[src/rtl/mem_store_buffer.sv]
// Posted-store buffer ahead of the data memory: queues stores, drains them in
// load-free cycles, and forwards the youngest matching buffered store to loads.
module mem_store_buffer #(
  parameter int unsigned DEPTH  = 4,
  parameter int unsigned ADDR_W = 6,
  parameter int unsigned DATA_W = 32
) (
  input  logic              clk_i,
  input  logic              rst_i,
  input  logic              store_valid_i,
  input  logic [ADDR_W-1:0] store_addr_i,
  input  logic [DATA_W-1:0] store_data_i,
  output logic              store_ready_o,
  input  logic              load_valid_i,
  input  logic [ADDR_W-1:0] load_addr_i,
  output logic [ADDR_W-1:0] mem_addr_o,
  output logic [DATA_W-1:0] mem_wdata_o,
  output logic              mem_read_o,
  output logic              mem_write_o,
  output logic              fwd_hit_o,
  output logic [DATA_W-1:0] fwd_data_o,
  output logic              buffer_empty_o
);

  localparam int unsigned PTR_W = (DEPTH > 1) ? $clog2(DEPTH) : 1;
  localparam int unsigned CNT_W = PTR_W + 1;
  localparam logic [CNT_W-1:0] FULL_CNT = CNT_W'(DEPTH);

  logic [ADDR_W-1:0] addr_q [DEPTH];
  logic [DATA_W-1:0] data_q [DEPTH];
  logic [PTR_W-1:0]  head_q, head_d;
  logic [PTR_W-1:0]  tail_q, tail_d;
  logic [CNT_W-1:0]  count_q, count_d;
  logic              fwd_hit_q, fwd_hit_d;
  logic [DATA_W-1:0] fwd_data_q, fwd_data_d;
  logic              push;
  logic              pop;
  logic [PTR_W-1:0]  idx;

  assign store_ready_o  = (count_q != FULL_CNT);
  assign buffer_empty_o = (count_q == '0);
  assign fwd_hit_o      = fwd_hit_q;
  assign fwd_data_o     = fwd_data_q;
  assign push           = store_valid_i && store_ready_o;
  assign pop            = mem_write_o;

  // Loads own the memory port; the head entry drains only in load-free cycles.
  always_comb begin
    mem_read_o  = 1'b0;
    mem_write_o = 1'b0;
    mem_addr_o  = '0;
    mem_wdata_o = '0;
    if (load_valid_i) begin
      mem_read_o = 1'b1;
      mem_addr_o = load_addr_i;
    end else if (!buffer_empty_o) begin
      mem_write_o = 1'b1;
      mem_addr_o  = addr_q[head_q];
      mem_wdata_o = data_q[head_q];
    end
  end

  always_comb begin
    head_d  = head_q;
    tail_d  = tail_q;
    count_d = count_q;
    if (push) tail_d = tail_q + PTR_W'(1);
    if (pop)  head_d = head_q + PTR_W'(1);
    case ({push, pop})
      2'b10:   count_d = count_q + CNT_W'(1);
      2'b01:   count_d = count_q - CNT_W'(1);
      default: count_d = count_q;
    endcase
  end

  // Walk oldest to youngest so the last match left standing is the youngest.
  always_comb begin
    fwd_hit_d  = 1'b0;
    fwd_data_d = fwd_data_q;
    idx        = '0;
    if (load_valid_i) begin
      for (int unsigned k = 0; k < DEPTH; k++) begin
        idx = head_q + PTR_W'(k);
        if ((CNT_W'(k) < count_q) && (addr_q[idx] == load_addr_i)) begin
          fwd_hit_d  = 1'b1;
          fwd_data_d = data_q[idx];
        end
      end
    end
  end

  always_ff @(posedge clk_i or posedge rst_i) begin
    if (rst_i) begin
      head_q     <= '0;
      tail_q     <= '0;
      count_q    <= '0;
      fwd_hit_q  <= 1'b0;
      fwd_data_q <= '0;
    end else begin
      head_q     <= head_d;
      tail_q     <= tail_d;
      count_q    <= count_d;
      fwd_hit_q  <= fwd_hit_d;
      fwd_data_q <= fwd_data_d;
    end
  end

  // Entry payloads need no reset; validity comes from count/head.
  always_ff @(posedge clk_i) begin
    if (push) begin
      addr_q[tail_q] <= store_addr_i;
      data_q[tail_q] <= store_data_i;
    end
  end

endmodule

[config.mk]
export PLATFORM = sky130hd
export DESIGN_NAME = mem_store_buffer
export DESIGN_NICKNAME = d
export VERILOG_FILES = /design/src/rtl/mem_store_buffer.sv
export SDC_FILE = /design/constraint.sdc
export NUM_CORES = 1
export LEC_CHECK = 0
export ABC_AREA = 1
export CORE_MARGIN = 2
export CORE_UTILIZATION = 38
export CTS_CLUSTER_DIAMETER = 60
export DETAILED_ROUTE_END_ITERATION = 12
export GPL_ROUTABILITY_DRIVEN = 1
export HOLD_SLACK_MARGIN = 0.1
export PLACE_DENSITY = 0.59
export SLEW_MARGIN = 20
export SYNTH_ARGS = -nofsm -noshare
export SYNTH_HDL_FRONTEND = slang
export SYNTH_SLANG_ARGS = --single-unit
[constraint.sdc]
create_clock -name clk_i -period 2.8 [get_ports clk_i]
set_input_delay 0.28 -clock clk_i [delete_from_list [all_inputs] [get_ports clk_i]]
set_output_delay 0.28 -clock clk_i [all_outputs]
set_load 0.005 [all_outputs]
* Word level (Yosys, flattened, before mapping) *
Memories as Yosys holds them, arrays and structs flattened.
Cells that the tools add are included.

storage, ports and cells
  input bits = 48
  bits in writable memories = 152
  logic and storage cells = 52
  register bits after elaboration = 40
  memories = 2
  output and inout bits = 75

memories
  name    words  width  read ports  clocked after Yosys merged registers in  write ports  RTL line  RTL
  data_q  4      32     4           0                                        1            30        logic [DATA_W-1:0] data_q [DEPTH];
  addr_q  4      6      4           0                                        1            29        logic [ADDR_W-1:0] addr_q [DEPTH];

cells by class
  reduce and logical (&&, ||, !) cells = 9
  $add $sub $neg = 6
  equal/unequal tests = 7
  $lt $le $gt $ge = 4
  multiplexer cells = 19

operator list
  operator                                              number
  2-to-1 mux 32 bit                                     6
  equality test 6 bit                                   4
  2-to-1 mux 6 bit                                      2
  2-to-1 mux 1 bit                                      10
  < comparator 1 x 3 -> 1 bit (first input constant)    2
  < comparator 2 x 3 -> 1 bit (first input constant)    2
  one-hot mux 3 bit (2 select lines)                    1
  logical AND 1 bit                                     5
  adder 2 x 1 -> 2 bit (second input constant)          2
  adder 2 bit (second input constant)                   2
  nonzero test 4 bit                                    1
  adder 3 x 1 -> 3 bit (second input constant)          1
  zero test 3 bit                                       1
  inequality test 3 bit (second input constant)         1
  subtractor 3 x 1 -> 3 bit (second input constant)     1
  equality test 2 x 1 -> 1 bit (second input constant)  1
  equality test 2 bit (second input constant)           1
  AND reduction 2 bit                                   1
  nonzero test 2 bit                                    1

* Depth between registers and ports, before layout *
Gate-level depths: netlist of run 1.
An unclocked memory read counts as a cell.

  depth after elaboration = 8
  gate-level depth with buffers = 21
  mapped depth without buffers = 16

* Least setup slack after synthesis of run 1 *
No wires, ideal clock.

  path kind = register to register
  start = register count_q[0]
  end = memory addr_q[0][0] (enable)
  setup time = 0.433 ns
  cell stages (with the launch flop) = 6
  data arrival time = 2.564 ns
  slack = -0.197 ns
  path buffers = 0
  clock period less this slack = 2.997 ns
  data required time = 2.367 ns
  cell sequence = dfrtp_1 inv_1 ha_1 nand2_1 nand2_1 nor2_1

on the way
  cells in the longest elaborated chain, start to end = 4

ends and longest elaborated chain
  item                                    RTL line  RTL
  start, declared                         33        logic [CNT_W-1:0] count_q, count_d;
  start signal, assigned                  102       count_q <= count_d;
  inequality test 3 bit                   40        assign store_ready_o = (count_q != FULL_CNT);
  net store_ready_o                       13        output logic store_ready_o,
  logical AND 1 bit                       44        assign push = store_valid_i && store_ready_o;
  2-to-1 mux 1 bit                        110       if (push) begin
  2-to-1 mux 1 bit (implied by the code)  111       addr_q[tail_q] <= store_addr_i;
  end, declared                           29

The timed path passes the listed nets, and every way through them passes these cells.

* Final worst setup path of run 1 *
  start = register count_q[0]
  end = output port mem_addr_o[2]

on the way
  cells in the longest elaborated chain, start to end = 3

ends and longest elaborated chain
  item              RTL line  RTL
  zero test 3 bit   41        assign buffer_empty_o = (count_q == '0);
  2-to-1 mux 6 bit  56        end else if (!buffer_empty_o) begin
  2-to-1 mux 6 bit  53        if (load_valid_i) begin
  end, declared     16        output logic [ADDR_W-1:0] mem_addr_o,

No other way between the ends.

==> flow_metrics.tcl, run 1 <==
set metrics [dict create \
    critical_path_buf_inv_count 5 \
    critPathMaxFanout 23 \
    grt_pass1_wl_um 50000 \
    cp_slowest_stage_delay_ns 0.54 \
    power.switching_uw 6790 \
    coreArea_um2 29900 \
    clk_pin_slew_ns 0.08 \
    yosysTopAreaCellShare_pct 39.4 \
    cts_sinks 192 \
    min_period_ns 2.64 \
    fmax_ghz 0.379 \
    swShare_pct 44.4 \
    ys_top_cells_by_area "edfxtp_1, nand2_1, dfrtp_1, o21ai_0, mux2i_1" \
    hpwl_um 20800 \
    worstReg2RegEnd "fwd_data_o[23]" \
    ant_nets 0 \
    fin_ws_ns 0.163 \
    drcViolationCount 0 \
    crit_arrival_ns 2.36 \
    io_pins 123 \
    hold_depth 1 \
    nets 1694 \
    synth.most_common_cell "nand2_1" \
    yosysTopAreaCell "edfxtp_1" \
    path_cells "inv_1, ha_1, nand2_1, inv_1, nor2_1, inv_2, buf_6, o22ai_2, clkdlybuf4s50_1" \
    relSlewSlack_pct 59.3 \
    seq_area_um2 5570 \
    period_share_pct 94.2 \
    postSynthAreaPerCell_um2 7.58 \
    yosysSeqAreaShare_pct 48.0 \
    h-tree-depth 4 \
    antenna_found_initial 0 \
    mappedNetlistArea_um2 11600 \
    rows 63 \
    wire_per_inst_um 16.1 \
    p_leak_uw 0.00652 \
    die_area_um2 31900 \
    netlist_top_cells_count "nand2_1, o21ai_0, edfxtp_1, inv_1, nor2_1" \
    cts_buffers 17 \
    drtIter0Drc 723 \
    start_kind "register" \
    cap_violations 0 \
    timing_hold_violations_final 0 \
    port_buffers 122 \
    gp_congestion 0.838 \
    tightest_slew_ns 0.610 \
    synthCells 1529 \
    fin_skew_ns 0.0153 \
    vias 10100 \
    cp_common_cell "inv_1" \
    die_h_um 179 \
    initial_core_util_pct 38.8 \
    combPwrFrac_pct 56.4 \
    hold_class "in -> reg" \
    ys_types 22 \
    maxSlewViolCount 0 \
    critPathRequiredTime_ns 2.52 \
    vdd_drop_max_v 0.000728 \
    first_global_vias 9340 \
    rsz0062_at_grt "false" \
    cp-startpoint "count_q[0]" \
    firstDrtPassIters 5 \
    path_class "reg -> out" \
    r2r_setup_slack_ns 0.32 \
    ys_ff_latch 192 \
    total_power_uw 15300 \
    clock_latency_ns 0.44 \
    cts_tree "built" \
    via_per_inst 4.95 \
    p_seq_share_pct 27.4 \
    tns_ns 0 \
    r2r_start "head_q[0]" \
    syn_nets 1586 \
    min_to "data_q[2][3]" \
    yosysWarnings 0 \
    globalRoute.totalOverflow 0 \
    async_reset_ff_share_pct 20.8 \
    setup_viol 0 \
    postLayoutCoreUtil_pct 47.8 \
    power_density_nw_per_um2 1070 \
    path_delay_family "buffers and inverters" \
    antenna_cells 0 \
    grt_usage_pct 20.6 \
    areaGrowthSynthToFinish_pct 23.2 \
    clock-root-buffer "clkbuf_16" \
    fillerInstances 2878 \
    drive_gt1_share_pct 7.27 \
    cts_buffer_depth 2 \
    routed_wl_um 32800 \
    status "finished clean" \
    p_int_uw 8510 \
    multi_input_area_um2 5180 \
    hold_start "store_data_i[3]" \
    chipWidth_um 179 \
    synth_edf_count 152 \
    rr_worst_depth 17 \
    cp-end-kind "output pin" \
    cp_slowest_cell "clkdlybuf4s50_1" \
    clkPwrFrac_pct 16.2 \
    grt_max_degree 78 \
    pre_cts_ws_ns 0.300 \
    synth-main-ff-cell "edfxtp_1" \
]
==> timing repair <==
item                       CTS  global route
hold endpoints to repair     4             0
pin swaps                    0             0
hold buffers                 1             0
buffers inserted             1             3
resized for setup            7            23
setup endpoints to repair   12            38
cloned                       0             3
==> worst register-to-register path, stage by stage, from the launching register on <==
cell and delay, ns:
dfrtp_4 0.49, buf_4 0.16, buf_4 0.26, nand2_1 0.11, nand3_1 0.11, nand2_1 0.06
nand2_1 0.05, nand2_1 0.08, nor2_1 0.09, nand2_1 0.08, nor2_4 0.22, nor2_1 0.08
nand2_1 0.11, nand2_4 0.10, buf_4 0.21, nor2_1 0.11, nand2_1 0.06, nand2_1 0.05
==> registers in the layout, indices dropped and copies added (netlist names) <==
| register | cells |
|---|---|
| data_q | 128 |
| addr_q | 24 |
| count_q | 3 |
| head_q | 2 |
| fwd_hit_o | 1 |
| tail_q | 2 |
| fwd_data_o | 32 |
==> placed cells by master, fill, tap and decap left out, types with 9 or more instances in the layout <==
cell type / count
clkbuf_16: 20
nand2_1: 620
buf_4: 31
buf_12: 15
nor2_2: 15
o21ai_1: 12
clkdlybuf4s50_1: 122
o21ai_0: 186
edfxtp_1: 152
dfrtp_1: 39
ha_1: 9
inv_1: 127
nand3_1: 79
nor2_1: 100
mux2i_1: 64
==> per-stage QoR <==
stage                     std cells  hold WS, ns  cell area [um2]
after detailed placement       2000        0.470            13500
after CTS                      2034        0.455            14100
after global placement         2000        0.471            13500
final                          2040        0.470            14300
after global routing           2040        0.454            14300
after floorplan                1529        0.379            11600
==> metal layers <==
| layer | global-route usage, % | share of wire [%] | wire, um | vias up |
|---|---|---|---|---|
| met5 | 0 | 0 | 0 | - |
| met4 | 4.67 | 1.4 | 466 | 0 |
| met3 | 3.33 | 5.4 | 1770 | 34 |
| met2 | 34.9 | 47 | 15400 | 257 |
| met1 | 27.8 | 46 | 15200 | 4662 |
| li1 | - | - | - | 5139 |
==> cell families (layout without fill, tap and decap cells) <==
logic type	Yosys count	in the layout	share of synthesized area (%)
and+or+nand+nor	825	825	27.9
buffers and inverters	223	344	8.03
AOI/OAI and AO/OA	209	209	9.09
DFF	192	192	48.0
muxes	64	64	5.53
adders and majority gates	9	9	0.971
xor gates and xnor gates	7	7	0.529
==> worst max path at each step <==
stage | endpoint | cells after the start | slack (ns)
after global placement | fwd_data_o[17] | 16 | 0.30
after detailed placement | fwd_data_o[17] | 17 | 0.30
after floorplan | addr_q[0][0] | 5 | -0.20
after global routing | mem_wdata_o[19] | 7 | 0.01
final | mem_addr_o[2] | 9 | 0.16
after CTS | mem_wdata_o[29] | 7 | 0.02
==> power by group through the flow <==
stage	combinational (uW)	clock [uW]	sequential (uW)
3_3_place_gp	8180	0	4260
5_1_grt	9800	2640	4270
2_1_floorplan	5450	0	4170
6_report	8640	2470	4200
3_5_place_dp	8270	0	4260
4_1_cts	8350	2520	4200
==> area by class of cell <==
type	count	share of cell area, %
Clock buffer	17	2.98
Clock inverter	15	1.17
Inverter	133	3.53
Multi-Input combinational cell	1114	36.3
Sequential cell	192	39.0
Tap cell	390	3.42
Timing Repair Buffer	179	13.7
(Power assumes the default switching activity.)
==> inputs of run 2 (changes only) <==
--- a/config.mk
+++ b/config.mk
@@ -6,6 +6,7 @@
 export NUM_CORES = 1
 export LEC_CHECK = 0
 export ABC_AREA = 1
+export CAP_MARGIN = 20
 export CORE_MARGIN = 2
 export CORE_UTILIZATION = 38
 export CTS_CLUSTER_DIAMETER = 60
==> results of run 2 <==
No change in the layout: final DEF, timing and power equal those of run 1.
